<file path="config.mk">
export PLATFORM = sky130hd
export DESIGN_NAME = acq_sequencer
export DESIGN_NICKNAME = d
export VERILOG_FILES = /design/src/rtl/acq_pkg.sv /design/src/rtl/acq_period_timer.sv /design/src/rtl/acq_sequencer.sv
export SDC_FILE = /design/constraint.sdc
export NUM_CORES = 1
export LEC_CHECK = 0
export BUFFER_PORTS_ARGS = -buffer_cell sky130_fd_sc_hd__buf_2
export CAP_MARGIN = 5
export CORE_MARGIN = 3
export CORE_UTILIZATION = 35
export DETAILED_ROUTE_END_ITERATION = 16
export PLACE_DENSITY = 0.57
export SYNTH_ARGS = -nofsm -noshare
export SYNTH_HDL_FRONTEND = slang
export SYNTH_SLANG_ARGS = --single-unit
</file>
<file path="constraint.sdc">
create_clock -name i_clk_sys -period 11.4 [get_ports i_clk_sys]
set_input_delay 2.85 -clock i_clk_sys [delete_from_list [all_inputs] [get_ports i_clk_sys]]
set_output_delay 2.85 -clock i_clk_sys [all_outputs]
set_load 0.01 [all_outputs]
</file>
<file path="src/rtl/acq_pkg.sv">
// Shared types and default widths for the acquisition sequencer.
// Also holds the watchdog limit used when ACQ_TIMEOUT_EN is defined.
package acq_pkg;

  localparam int unsigned DefPerW    = 32;
  localparam int unsigned DefRecvW   = 16;
  localparam int unsigned DefDlyW    = 16;
  localparam int unsigned DefTrigW   = 8;
  localparam int unsigned DefTimeout = 65535;

  typedef enum logic [2:0] {
    StIdle,
    StFire,
    StDelay,
    StCapture,
    StHoldoff
  } acq_state_e;

endpackage

</file>
<file path="src/rtl/acq_period_timer.sv">
// PRF period counter: loads on shot start, then counts down every cycle.
// It stops at zero and flags zero so the sequencer can pace the next trigger.
module acq_period_timer
  import acq_pkg::*;
#(
  parameter int unsigned W = DefPerW
) (
  input  logic         clk,
  input  logic         rst_n,
  input  logic         load,
  input  logic [W-1:0] load_val,
  output logic         zero
);

  logic [W-1:0] cnt_q;

  always_ff @(posedge clk) begin
    if (!rst_n) begin
      cnt_q <= '0;
    end else if (load) begin
      cnt_q <= load_val;
    end else if (cnt_q != '0) begin
      cnt_q <= cnt_q - W'(1);
    end
  end

  assign zero = (cnt_q == '0);

endmodule

</file>
<file path="src/rtl/acq_sequencer.sv">
// Pulse-repetition scheduler: trigger, delay, capture handshake, holdoff, frame/overrun flags.
// Define ACQ_TIMEOUT_EN to add the capture watchdog (TIMEOUT parameter, o_timeout flag).
module acq_sequencer
  import acq_pkg::*;
#(
  parameter int unsigned PER_W  = DefPerW,
  parameter int unsigned RECV_W = DefRecvW,
  parameter int unsigned DLY_W  = DefDlyW,
  parameter int unsigned TRIG_W = DefTrigW
`ifdef ACQ_TIMEOUT_EN
  ,
  parameter int unsigned TIMEOUT = DefTimeout
`endif
) (
  input  logic              i_clk_sys,
  input  logic              i_rst_n,
  input  logic              i_enable,
  input  logic              i_single,
  input  logic [PER_W-1:0]  i_prf_period,
  input  logic [DLY_W-1:0]  i_delay,
  input  logic [RECV_W-1:0] i_recv_count,
  input  logic              i_ad_working,
  input  logic              i_clr_flags,
  output logic              o_trig,
  output logic              o_ad_st,
  output logic [RECV_W-1:0] o_recv_count,
  output logic              o_busy,
  output logic [15:0]       o_frame_cnt,
  output logic              o_overrun,
  output logic              o_timeout
);

  localparam int unsigned TcW = (TRIG_W > 1) ? $clog2(TRIG_W) : 1;
  localparam logic [PER_W-1:0] MinPer = PER_W'(TRIG_W + 2);

  acq_state_e       state_q;
  logic             single_q;
  logic             seen_q;
  logic [TcW-1:0]   trig_cnt_q;
  logic [DLY_W-1:0] dly_cnt_q;
  logic [PER_W-1:0] per_load;
  logic             per_zero;
  logic             cap_done;
  logic             cap_exit;
  logic             wd_hit;
  logic             fire_go;

  // Short periods are stretched so trigger plus a minimal gap always fits.
  assign per_load = ((i_prf_period > MinPer) ? i_prf_period : MinPer) - PER_W'(1);

  acq_period_timer #(
    .W(PER_W)
  ) u_period (
    .clk     (i_clk_sys),
    .rst_n   (i_rst_n),
    .load    (fire_go),
    .load_val(per_load),
    .zero    (per_zero)
  );

  always_comb begin
    cap_done = (state_q == StCapture) && seen_q && !i_ad_working;
    cap_exit = cap_done || wd_hit;
    fire_go  = 1'b0;
    case (state_q)
      StIdle:    fire_go = i_enable || i_single;
      StCapture: fire_go = cap_exit && per_zero && i_enable && !single_q;
      StHoldoff: fire_go = per_zero && i_enable && !single_q;
      default:   fire_go = 1'b0;
    endcase
  end

  always_ff @(posedge i_clk_sys) begin
    if (!i_rst_n) begin
      state_q      <= StIdle;
      single_q     <= 1'b0;
      seen_q       <= 1'b0;
      trig_cnt_q   <= '0;
      dly_cnt_q    <= '0;
      o_trig       <= 1'b0;
      o_ad_st      <= 1'b0;
      o_recv_count <= '0;
      o_busy       <= 1'b0;
      o_frame_cnt  <= '0;
      o_overrun    <= 1'b0;
    end else begin
      o_ad_st <= 1'b0;
      // A zero period count seen during capture means the next trigger is already late.
      if ((state_q == StCapture) && per_zero) begin
        o_overrun <= 1'b1;
      end else if (i_clr_flags) begin
        o_overrun <= 1'b0;
      end

      case (state_q)
        StFire: begin
          if (trig_cnt_q == '0) begin
            o_trig <= 1'b0;
            if (dly_cnt_q == '0) begin
              state_q <= StCapture;
              o_ad_st <= 1'b1;
              seen_q  <= 1'b0;
            end else begin
              state_q <= StDelay;
            end
          end else begin
            trig_cnt_q <= trig_cnt_q - TcW'(1);
          end
        end
        StDelay: begin
          if (dly_cnt_q == DLY_W'(1)) begin
            state_q <= StCapture;
            o_ad_st <= 1'b1;
            seen_q  <= 1'b0;
          end else begin
            dly_cnt_q <= dly_cnt_q - DLY_W'(1);
          end
        end
        StCapture: begin
          if (i_ad_working) begin
            seen_q <= 1'b1;
          end
          if (cap_exit) begin
            if (cap_done) begin
              o_frame_cnt <= o_frame_cnt + 16'd1;
            end
            state_q <= per_zero ? StIdle : StHoldoff;
            o_busy  <= !per_zero;
          end
        end
        StHoldoff: begin
          if (per_zero) begin
            state_q <= StIdle;
            o_busy  <= 1'b0;
          end
        end
        default: state_q <= StIdle;
      endcase

      // Shot start overrides whatever the state branch chose.
      if (fire_go) begin
        state_q      <= StFire;
        o_trig       <= 1'b1;
        o_busy       <= 1'b1;
        trig_cnt_q   <= TcW'(TRIG_W - 1);
        dly_cnt_q    <= i_delay;
        o_recv_count <= i_recv_count;
        if (state_q == StIdle) begin
          single_q <= !i_enable;
        end
      end
    end
  end

`ifdef ACQ_TIMEOUT_EN
  localparam int unsigned WdW = $clog2(TIMEOUT + 1);

  logic [WdW-1:0] wd_q;

  always_ff @(posedge i_clk_sys) begin
    if (!i_rst_n || (state_q != StCapture)) begin
      wd_q <= '0;
    end else begin
      wd_q <= wd_q + WdW'(1);
    end
  end

  // A normal completion in the same cycle wins over the watchdog.
  assign wd_hit = (state_q == StCapture) && !cap_done && (wd_q == WdW'(TIMEOUT - 1));

  always_ff @(posedge i_clk_sys) begin
    if (!i_rst_n) begin
      o_timeout <= 1'b0;
    end else if (wd_hit) begin
      o_timeout <= 1'b1;
    end else if (i_clr_flags) begin
      o_timeout <= 1'b0;
    end
  end
`else
  assign wd_hit    = 1'b0;
  assign o_timeout = 1'b0;
`endif

endmodule

</file>
==> metrics, run 1 <==
CP Class=input port to register; CTS H-Tree Depth=3; Inserted Clock Buffers=9; post-layout min period=7.35 ns; Worst Hold Depth=2; critical path's slowest cell=a2111oi_0; CP delay by family, top=compound AO/OA/AOI/OAI gates; DR vias/cell=5.58; pin slew with the least headroom to its limit=1.30 ns; total track usage=17.6%; Async SR Flop Fraction=0%; gpl congestion=0.880; gr ovfl total=0; max_cap viols=0; slew margin rel.=10.8%; largest net degree at the start of global routing=68; Final period util=64.4%; # hold bufs at CTS=0; Final Setup Violations=0; M1 GR Usage=23.2%; adder-cell share of the synthesized area=1.48%; crit path max fanout=67; clk buf depth=2; CTS tree=yes; footprint of the multi-input gates=3040 um^2; Final nets=795; full die area=16000 um^2; largest stage delay on the critical path=1.15 ns; met2 usage=28.7%; sequential share of power=42.1%; crit-path cells=buf_2, nand4bb_1, o22ai_1, and4_1, nor2_4, buf_4, a22oi_1, ha_1, nor2b_1, nand4b_1, a2111oi_0, o21ai_1, a211oi_1, xnor2_1, o22ai_1; Setup crit start kind=input port; WP data required=11.63 ns; CTS resizes=0; Primary FF master, synth=dfxtp_1; Critical Path End Type=register; Worst VDD drop=0.0780 mV; DR iter-0 viols=357; Cells after Synth=633; Syn-to-layout area delta=17.8%; RSZ-0062 raised after global routing=no; CP most frequent cell=o22ai_1; n_diodes=0; Final HPWL DP=10300 um; first-pass GRT wire length=23400 um; power per cell area=155 nW/um^2; share of cells above drive strength 1=19.6%; Starting Density=36.2%; Core Rows=43; Compound-Gate Fraction of Synth Area=17.4%; combinational share of power=28.0%; mux share of post-synthesis cell area=4.63%; syn_nets=709; initial antenna violation count=0; GR Util met3=4.59%; chip height=127 um; Hold Path Class=register to register; CTS root buf=clkbuf_16; fmax=0.136 GHz; Netlist Area Pre-Place=5080 um^2; Fillers=1480; Pint=0.000614 W; Avg Cell Area, Syn=8.03 um^2; Sw Ratio=33.9%; Clock Sinks=92; # IOs=107; final count of hold timing violations=0; Die X=127 um; EDFF count, synth=0; via count=5041; critical path depth=15; CP arrival=7.57 ns; largest family of logic cells by synthesized area=simple AND/OR/NAND/NOR gates; post-synthesis simple-gate area fraction=27.2%; Worst R2R Path Depth=14; Slew Limit Fails=0; # DRC=0; drt wl/cell=15.9 um; layer with the highest usage=met2; xor/xnor cell area share of the yosys netlist=8.78%; core area=14000 um^2; P_leak=2.36 nW; #FFs+latches synth=92; drt pass-1 iters=5; sequential fraction of the synthesis area=36.2%; Synth cell types=64; sequential cell area=1840 um^2; Port Buf Inserts=105; clock skew=0.00689 ns; WHS=0.449 ns; outcome=finished, final reports clean; Net Switching=0.000315 W; WL final=14300 um; clock share of power=29.9%; post-layout util=42.7%; via count of the first global-routing pass=4771; post-CTS setup buffers=0; antenna-violating nets left=0; Setup TNS=0 ns; Buffers & Inverters on Critical Path=2; Yosys warnings=0; clock-pin slew on the worst setup and hold paths=0.06 ns; clock latency on the worst-skew pair=0.35 ns
-- cells in the final DEF (no fill, tap or decap), types with 3 or more instances in the layout --
cell type  instances
buf_2            105
dfxtp_1           92
nor2_1            75
nand2_1           65
a21oi_1           49
nor3_1            28
xnor2_1           27
xor2_1            24
a211oi_1          19
nand3_1           19
mux2i_1           19
o21ai_0           14
nor4_1            12
or4_1             12
or3_1             12
nand4_1           12
inv_1             12
clkbuf_16          9
o31ai_1            7
and4_1             6
o22ai_1            6
a31oi_1            6
o211ai_1           6
o21ai_1            6
ha_1               6
buf_4              5
o21a_1             3
nand3b_1           3
a22oi_1            3
nand2b_1           3
nor3b_1            3
o31a_1             3
mux2_2             3
and2_1             3
-- layer usage --
layer  vias to the layer above  part of all wire (%)
li1                       2458                     -
met1                      2411                    45
met2                       155                    47
met3                        17                   6.2
met4                         0                   1.3
met5                         -                     0
-- Yosys cell counts (4+ instances only) --
cell type	n	area (um^2)
a31oi_1	6	37.5
or4_1	12	90.1
mux2i_1	19	190
clkbuf_1	22	82.6
or3_1	12	75.1
a211oi_1	19	143
inv_1	12	45.0
and4_1	6	52.6
dfxtp_1	92	1840
nor2_1	76	285
xor2_1	24	210
o22ai_1	6	37.5
nand4_1	12	75.1
nand3_1	19	95.1
o31ai_1	7	52.6
a21oi_1	49	245
ha_1	6	75.1
o21ai_0	14	70.1
nor4_1	12	75.1
buf_2	6	30.0
o21ai_1	6	30.0
nor3_1	28	140
xnor2_1	27	236
o211ai_1	6	45.0
buf_4	4	30.0
nand2_1	66	248
-- flip-flops by register name, summed over array words and instances, names as in the netlist --
signal and flops:
seen_q 1, o_frame_cnt 16, o_ad_st 1, state_q 3, o_busy 1, dly_cnt_q 16
trig_cnt_q 3, o_trig 1, o_overrun 1, o_recv_count 16, single_q 1, u_period.cnt_q 32
-- stage by stage --
step | setup WS [ns] | power (W) | cell area [um^2] | instances
after detailed placement | 3.94 | 0.000656 | 5720 | 888
after global routing | 3.77 | 0.000989 | 5990 | 904
final | 4.05 | 0.000929 | 5990 | 904
after CTS | 4.30 | 0.000941 | 5990 | 904
after floorplan | 5.06 | 0.000583 | 5080 | 633
after global placement | 4.11 | 0.000653 | 5720 | 888
-- worst register-to-register path, stage by stage, from the launching register on --
cell and delay (ns):
dfxtp_1 0.35, or4_1 0.61, nor4_2 0.44, and4_1 0.67, nor2_4 0.03, buf_4 0.34, a22oi_1 0.42, ha_1 0.26
nor2b_1 0.30, nand4b_1 0.17, a2111oi_0 1.15, o21ai_1 0.17, a211oi_1 0.30, xnor2_1 0.15, o22ai_1 0.09
-- worst paths after layout --
path | from | endpoint | slack, ns
setup / recovery | i_ad_working | u_period.cnt_q[18] | 4.05
hold / removal | o_recv_count[5] | o_recv_count[5] | 0.45
setup reg to reg | u_period.cnt_q[15] | u_period.cnt_q[18] | 5.83
hold reg to reg | o_recv_count[5] | o_recv_count[5] | 0.45
-- final cells by class --
class	count	area share, %
Clock buffer	11	3.88
Tap cell	180	3.76
Clock inverter	5	0.626
Multi-Input combinational cell	492	50.7
Timing Repair Buffer	110	9.40
Inverter	14	0.877
Sequential cell	92	30.7
-- cell families (layout without fill, tap and decap cells) --
logic type | after synthesis | after routing
AND/OR/NAND/NOR | 273 | 273
flip-flops | 92 | 92
AO/OA/AOI/OAI | 138 | 138
multiplexers | 23 | 23
XOR/XNOR | 51 | 51
buffers and inverters | 49 | 140
other | 1 | 1
adder cells (fa/ha/maj) | 6 | 6
-- power groups by stage --
stage | Clock [W] | Combinational [W] | Sequential (W)
after global placement | 0 | 0.000256 | 0.000397
final | 0.000278 | 0.000260 | 0.000392
after CTS | 0.000290 | 0.000260 | 0.000391
after floorplan | 0 | 0.000191 | 0.000392
after global routing | 0.000301 | 0.000291 | 0.000397
after detailed placement | 0 | 0.000258 | 0.000398
No activity file was read; power rests on OpenSTA's default activity.
==> inputs of run 2 (changes only) <==
--- a/config.mk
+++ b/config.mk
@@ -10,7 +10,7 @@
 export CORE_MARGIN = 3
 export CORE_UTILIZATION = 35
 export DETAILED_ROUTE_END_ITERATION = 16
-export PLACE_DENSITY = 0.57
+export PLACE_DENSITY = 0.59
 export SYNTH_ARGS = -nofsm -noshare
 export SYNTH_HDL_FRONTEND = slang
 export SYNTH_SLANG_ARGS = --single-unit
==> constraint.sdc (replaced) <==
create_clock -name i_clk_sys -period 6.6 [get_ports i_clk_sys]
set_input_delay 1.65 -clock i_clk_sys [delete_from_list [all_inputs] [get_ports i_clk_sys]]
set_output_delay 1.65 -clock i_clk_sys [all_outputs]
set_load 0.01 [all_outputs]
==> metrics, run 2 (synthesis gave the netlist of run 1 again) <==
CP most frequent cell=o22ai_1; CTS H-Tree Depth=3 (unchanged); total track usage=17.9% (+0.33 points); pin slew with the least headroom to its limit=0.959 ns (-0.346 ns); chip height=127 um (unchanged); DR vias/cell=5.52 (-1.1%); CP delay by family, top=compound AO/OA/AOI/OAI gates; power per cell area=271 nW/um^2 (+75%); Inserted Clock Buffers=9 (unchanged); Final Setup Violations=0 (unchanged); # DRC=0 (unchanged); CP arrival=5.40 ns (-2.17 ns); Worst VDD drop=0.152 mV (+95%); most frequent cells in the layout=105 x buf_2, 92 x dfxtp_1, 75 x nor2_1, 65 x nand2_1, 49 x a21oi_1; CTS tree=yes; clock skew=0.00507 ns (-0.00182 ns); Slew Limit Fails=0 (unchanged); gr ovfl total=0 (unchanged); outcome=finished, final reports clean; Die X=127 um (unchanged); CTS root buf=clkbuf_16; largest stage delay on the critical path=0.49 ns (-0.66 ns); post-layout min period=5.17 ns; max_cap viols=0 (unchanged); crit-path cells=buf_2, nand4bb_1, o22ai_1, nand4_1, a21oi_1, inv_1, o22ai_1, ha_1, nor2b_1, nand4b_1, a2111oi_0, buf_4, o21ai_1, a211oi_1, xnor2_1, o22ai_1; initial antenna violation count=0 (unchanged); n_diodes=0 (unchanged); drt pass-1 iters=5 (unchanged); full die area=16000 um^2 (unchanged); Final nets=796 (+0.13%); Core Rows=43 (unchanged); gpl congestion=0.919 (+4.4%); # hold bufs at CTS=0 (unchanged); Clock Sinks=92 (unchanged); crit path max fanout=12 (-82%); final count of hold timing violations=0 (unchanged); clk buf depth=2 (unchanged); RSZ-0062 raised after global routing=no; first-pass GRT wire length=23800 um (+1.7%); commonest non-fill, non-tap cell in the layout=buf_2; clock latency on the worst-skew pair=0.35 ns (about the same); Starting Density=36.2% (unchanged); post-layout util=42.8% (+0.14 points); CTS resizes=0 (unchanged); antenna-violating nets left=0 (unchanged); via count of the first global-routing pass=4893 (+2.6%); Port Buf Inserts=105 (unchanged); Syn-to-layout area delta=18.2%; Final HPWL DP=10500 um (+2.5%); max FFs per register=32 (unchanged); WP data required=6.83 ns (-4.80 ns); Buffers & Inverters on Critical Path=3 (+1); drt wl/cell=16.1 um (+1.6%); Setup TNS=0 ns (unchanged); post-CTS setup buffers=0 (unchanged); Fillers=1430 (-3.4%); Final period util=78.3%; # IOs=107 (unchanged); Hold Path Class=register to register; core area=14000 um^2 (unchanged); Critical Path End Type=register; clock-pin slew on the worst setup and hold paths=0.07 ns (about the same); largest reg by FF count=u_period.cnt_q; critical path's slowest cell=nand4_1; Setup crit start kind=input port; largest net degree at the start of global routing=67 (-1.5%); DR iter-0 viols=364 (+2.0%); share of cells above drive strength 1=20.0% (+0.39 points); fmax=0.193 GHz; CP Class=input port to register; slew margin rel.=35.8% (+25 points); WL final=14600 um (+1.7%); via count=4992 (-0.97%); P_leak=2.37 nW (+0.36%)
[run 2: final timing paths]
check	startpoint	end	slack, ns	depth (start not counted)
worst min register to register	o_recv_count[11]	o_recv_count[11]	0.45	2
worst max register to register	u_period.cnt_q[15]	u_period.cnt_q[18]	2.02	15
worst min-delay path	o_recv_count[11]	o_recv_count[11]	0.45	2
worst max-delay path	i_ad_working	u_period.cnt_q[18]	1.43	16
[run 2: worst min-delay path: cells and delay by family (launching register included)]
kind | cells | cell delay [ns]
flops | 1 | 0.31
compound gates | 1 | 0.05
simple gates | 1 | 0.05
[run 2: area by class of cell]
class	instances	area [um^2]	area share (%)
clock inverters	7	57.6	0.957
flip-flops and latches	92	1840	30.6
multi-input cells	492	3040	50.6
repair buffers	111	571	9.49
clock buffers	9	225	3.75
inverters	14	52.6	0.874
well taps	180	225	3.75
[run 2: through the flow]
| stage | std cells | setup WS [ns] | total power (W) | hold slack (ns) | cell area [um^2] |
|---|---|---|---|---|---|
| 4_1_cts | 905 | 1.44 | 0.00165 | 0.450 | 6010 |
| 2_1_floorplan | 633 | 1.46 | 0.00101 | 0.438 | 5080 |
| 3_3_place_gp | 889 | 1.30 | 0.00113 | 0.436 | 5730 |
| 5_1_grt | 905 | 1.02 | 0.00172 | 0.463 | 6010 |
| 6_report | 905 | 1.43 | 0.00163 | 0.450 | 6010 |
| 3_5_place_dp | 889 | 1.10 | 0.00114 | 0.440 | 5730 |
[run 2: power breakdown]
group | leakage, nW | internal [W] | switching (W) | total (W)
Clock | 0.134 | 0.000261 | 0.000240 | 0.000500
Combinational | 1.48 | 0.000181 | 0.000270 | 0.000452
Sequential | 0.757 | 0.000621 | 0.0000567 | 0.000678
[run 2: per-layer routing]
layer  part of all wire [%]  track usage [%]
met5                      0                0
met4                    1.7             5.74
met3                    5.6             4.59
met2                     48             30.1
met1                     45             22.6
==> inputs of run 3 (changes only) <==
==> constraint.sdc (replaced) <==
create_clock -name i_clk_sys -period 4.18 [get_ports i_clk_sys]
set_input_delay 1.045 -clock i_clk_sys [delete_from_list [all_inputs] [get_ports i_clk_sys]]
set_output_delay 1.045 -clock i_clk_sys [all_outputs]
set_load 0.01 [all_outputs]
==> metrics, run 3 (synthesis gave the netlist of run 1 again) <==
Worst Hold Depth=2 (unchanged); max FFs per register=32 (unchanged); power per cell area=422 nW/um^2 (+55%); Critical Path End Type=register; pin slew with the least headroom to its limit=0.977 ns (+0.0183 ns); gpl congestion=0.895 (-2.6%); sequential cell area=1840 um^2 (unchanged); post-CTS setup buffers=0 (unchanged); commonest non-fill, non-tap cell in the layout=buf_2; clock skew=0.0103 ns (+0.00520 ns); Buffers & Inverters on Critical Path=2 (-1); fmax=0.263 GHz; Worst R2R Path Depth=14 (-1); Final HPWL DP=10500 um (-0.44%); Starting Density=36.2% (unchanged); sequential share of power=40.9% (-0.7 points); largest reg by FF count=u_period.cnt_q; clock-pin slew on the worst setup and hold paths=0.07 ns (about the same); Clock Sinks=92 (unchanged); clock share of power=31.1% (+0.4 points); Die X=127 um (unchanged); core area=14000 um^2 (unchanged); FF-to-FF setup slack=0.41 ns (-1.61 ns); initial antenna violation count=0 (unchanged); Finished Layout Cells=923 (+2.0%); antenna-violating nets left=0 (unchanged); Worst VDD drop=0.220 mV (+45%); Port Buf Inserts=105 (unchanged); Net Switching=0.000893 W (+58%); # DRC=0 (unchanged); first-pass GRT wire length=23400 um (-1.7%); largest stage delay on the critical path=0.32 ns (-0.17 ns); final instance area=6200 um^2 (+3.1%); hold path start=o_recv_count[4]; Syn-to-layout area delta=21.9%; gr ovfl total=0 (unchanged); post-layout util=44.2% (+1.3 points); outcome=finished, final reports clean; Pint=0.00172 W (+62%); Slew Limit Fails=0 (unchanged); placed insts=907 (+2.0%); drt pass-1 iters=5 (unchanged); DR vias/cell=5.45 (-1.2%); WL final=14500 um (-0.31%); CTS resizes=0 (unchanged); clock latency on the worst-skew pair=0.35 ns (about the same); Hold Path Class=register to register; # hold bufs at CTS=0 (unchanged); n_diodes=0 (unchanged); most frequent cells in the layout=105 x buf_2, 92 x dfxtp_1, 75 x nor2_1, 65 x nand2_1, 49 x a21oi_1; Hold Path End=o_recv_count[4]; Final period util=90.8%; # IOs=107 (unchanged); Inserted Clock Buffers=9 (unchanged); via count=5028 (+0.72%); Fillers=1366 (-4.5%); Final Setup Violations=0 (unchanged); chip height=127 um (unchanged); slew margin rel.=34.6% (-1.2 points); worst r2r dst=u_period.cnt_q[30]; P_leak=2.46 nW (+4.0%); total track usage=17.7% (-0.23 points); crit-path cells=buf_2, nand4bb_1, o22ai_1, nand4_1, a21oi_1, inv_1, o22ai_1, ha_2, nor2b_1, nand4b_1, nor3_1, o211ai_1, o22a_1, o31a_1, nor3_1; CP delay by family, top=compound AO/OA/AOI/OAI gates; drt wl/cell=15.8 um (-2.3%); CP arrival=4.07 ns (-1.33 ns); footprint of the multi-input gates=3080 um^2 (+1.4%); CTS tree=yes; DR iter-0 viols=280 (-23%); critical path's slowest cell=o22ai_1; crit path max fanout=5 (-7); clk buf depth=2 (unchanged); CP Class=input port to register; share of cells above drive strength 1=22.5% (+2.5 points); Core Rows=43 (unchanged); worst r2r src=u_period.cnt_q[15]; post-layout min period=3.80 ns; Sw Ratio=34.2% (-0.59 points); final count of hold timing violations=0 (unchanged); via count of the first global-routing pass=4841 (-1.1%); CTS H-Tree Depth=3 (unchanged); area post-placement=5880 um^2 (+2.7%); Final nets=814 (+2.3%); WP data required=4.45 ns (-2.38 ns); RSZ-0062 raised after global routing=no; CTS root buf=clkbuf_16; combinational share of power=27.9% (+0.2 points); Setup crit start kind=input port; max_cap viols=0 (unchanged); full die area=16000 um^2 (unchanged); largest net degree at the start of global routing=67 (unchanged)
run 3: cell types whose count changed in the layout (fill, tap and decap cells not counted), sizes merged:
| cell | change |
|---|---|
| clkbuf | +2 |
| buf | +18 |
| clkinv | -1 |
| inv | -1 |
run 3: cell type report:
cell class	instances	area share, %
inverter	14	0.847
multi-input combinational	492	49.7
sequential	92	29.7
clock inverter	5	0.666
clock buffer	11	4.08
tap	180	3.63
timing repair buffer	129	11.4
run 3: stage by stage:
stage / hold WS [ns] / TNS (ns) / power [W] / setup slack [ns]
after floorplan: 0.438 / 0 / 0.00159 / 0.0457
after global placement: 0.435 / 0 / 0.00179 / 0.102
after detailed placement: 0.441 / -0.00629 / 0.00180 / -0.00629
after CTS: 0.451 / 0 / 0.00262 / 0.361
after global routing: 0.469 / 0 / 0.00277 / 0.00307
final: 0.448 / 0 / 0.00261 / 0.383
run 3: worst max path at each step:
stage,slack [ns],start,cells past startpoint,to
5_1_grt,0.003,i_prf_period[7],16,u_period.cnt_q[18]
2_1_floorplan,0.05,i_ad_working,17,u_period.cnt_q[30]
6_report,0.38,i_ad_working,15,u_period.cnt_q[30]
4_1_cts,0.36,i_prf_period[18],14,u_period.cnt_q[30]
3_5_place_dp,-0.006,i_prf_period[18],14,u_period.cnt_q[30]
3_3_place_gp,0.10,i_prf_period[18],14,u_period.cnt_q[30]
run 3: power groups by stage:
stage	clock network, W	registers (W)	logic (W)
detailed placement	0	0.00109	0.000714
floorplan	0	0.00107	0.000521
finish	0.000814	0.00107	0.000730
global placement	0	0.00108	0.000704
global route	0.000871	0.00108	0.000815
CTS	0.000837	0.00107	0.000718
run 3: layer usage:
metal	part of all wire [%]	track usage, %	routed length [um]
met2	47	29.1	6820
met4	1.9	6.18	274
met3	6.7	4.84	977
met1	45	22.4	6470
met5	0	0	0
run 3: worst register-to-register path: cells and delay by family, from the launching register on:
family          cells  cell delay (ns)
buf+inv             1             0.06
simple gates        7             1.90
flops               1             0.34
compound gates      5             1.15
fa+ha+maj           1             0.24
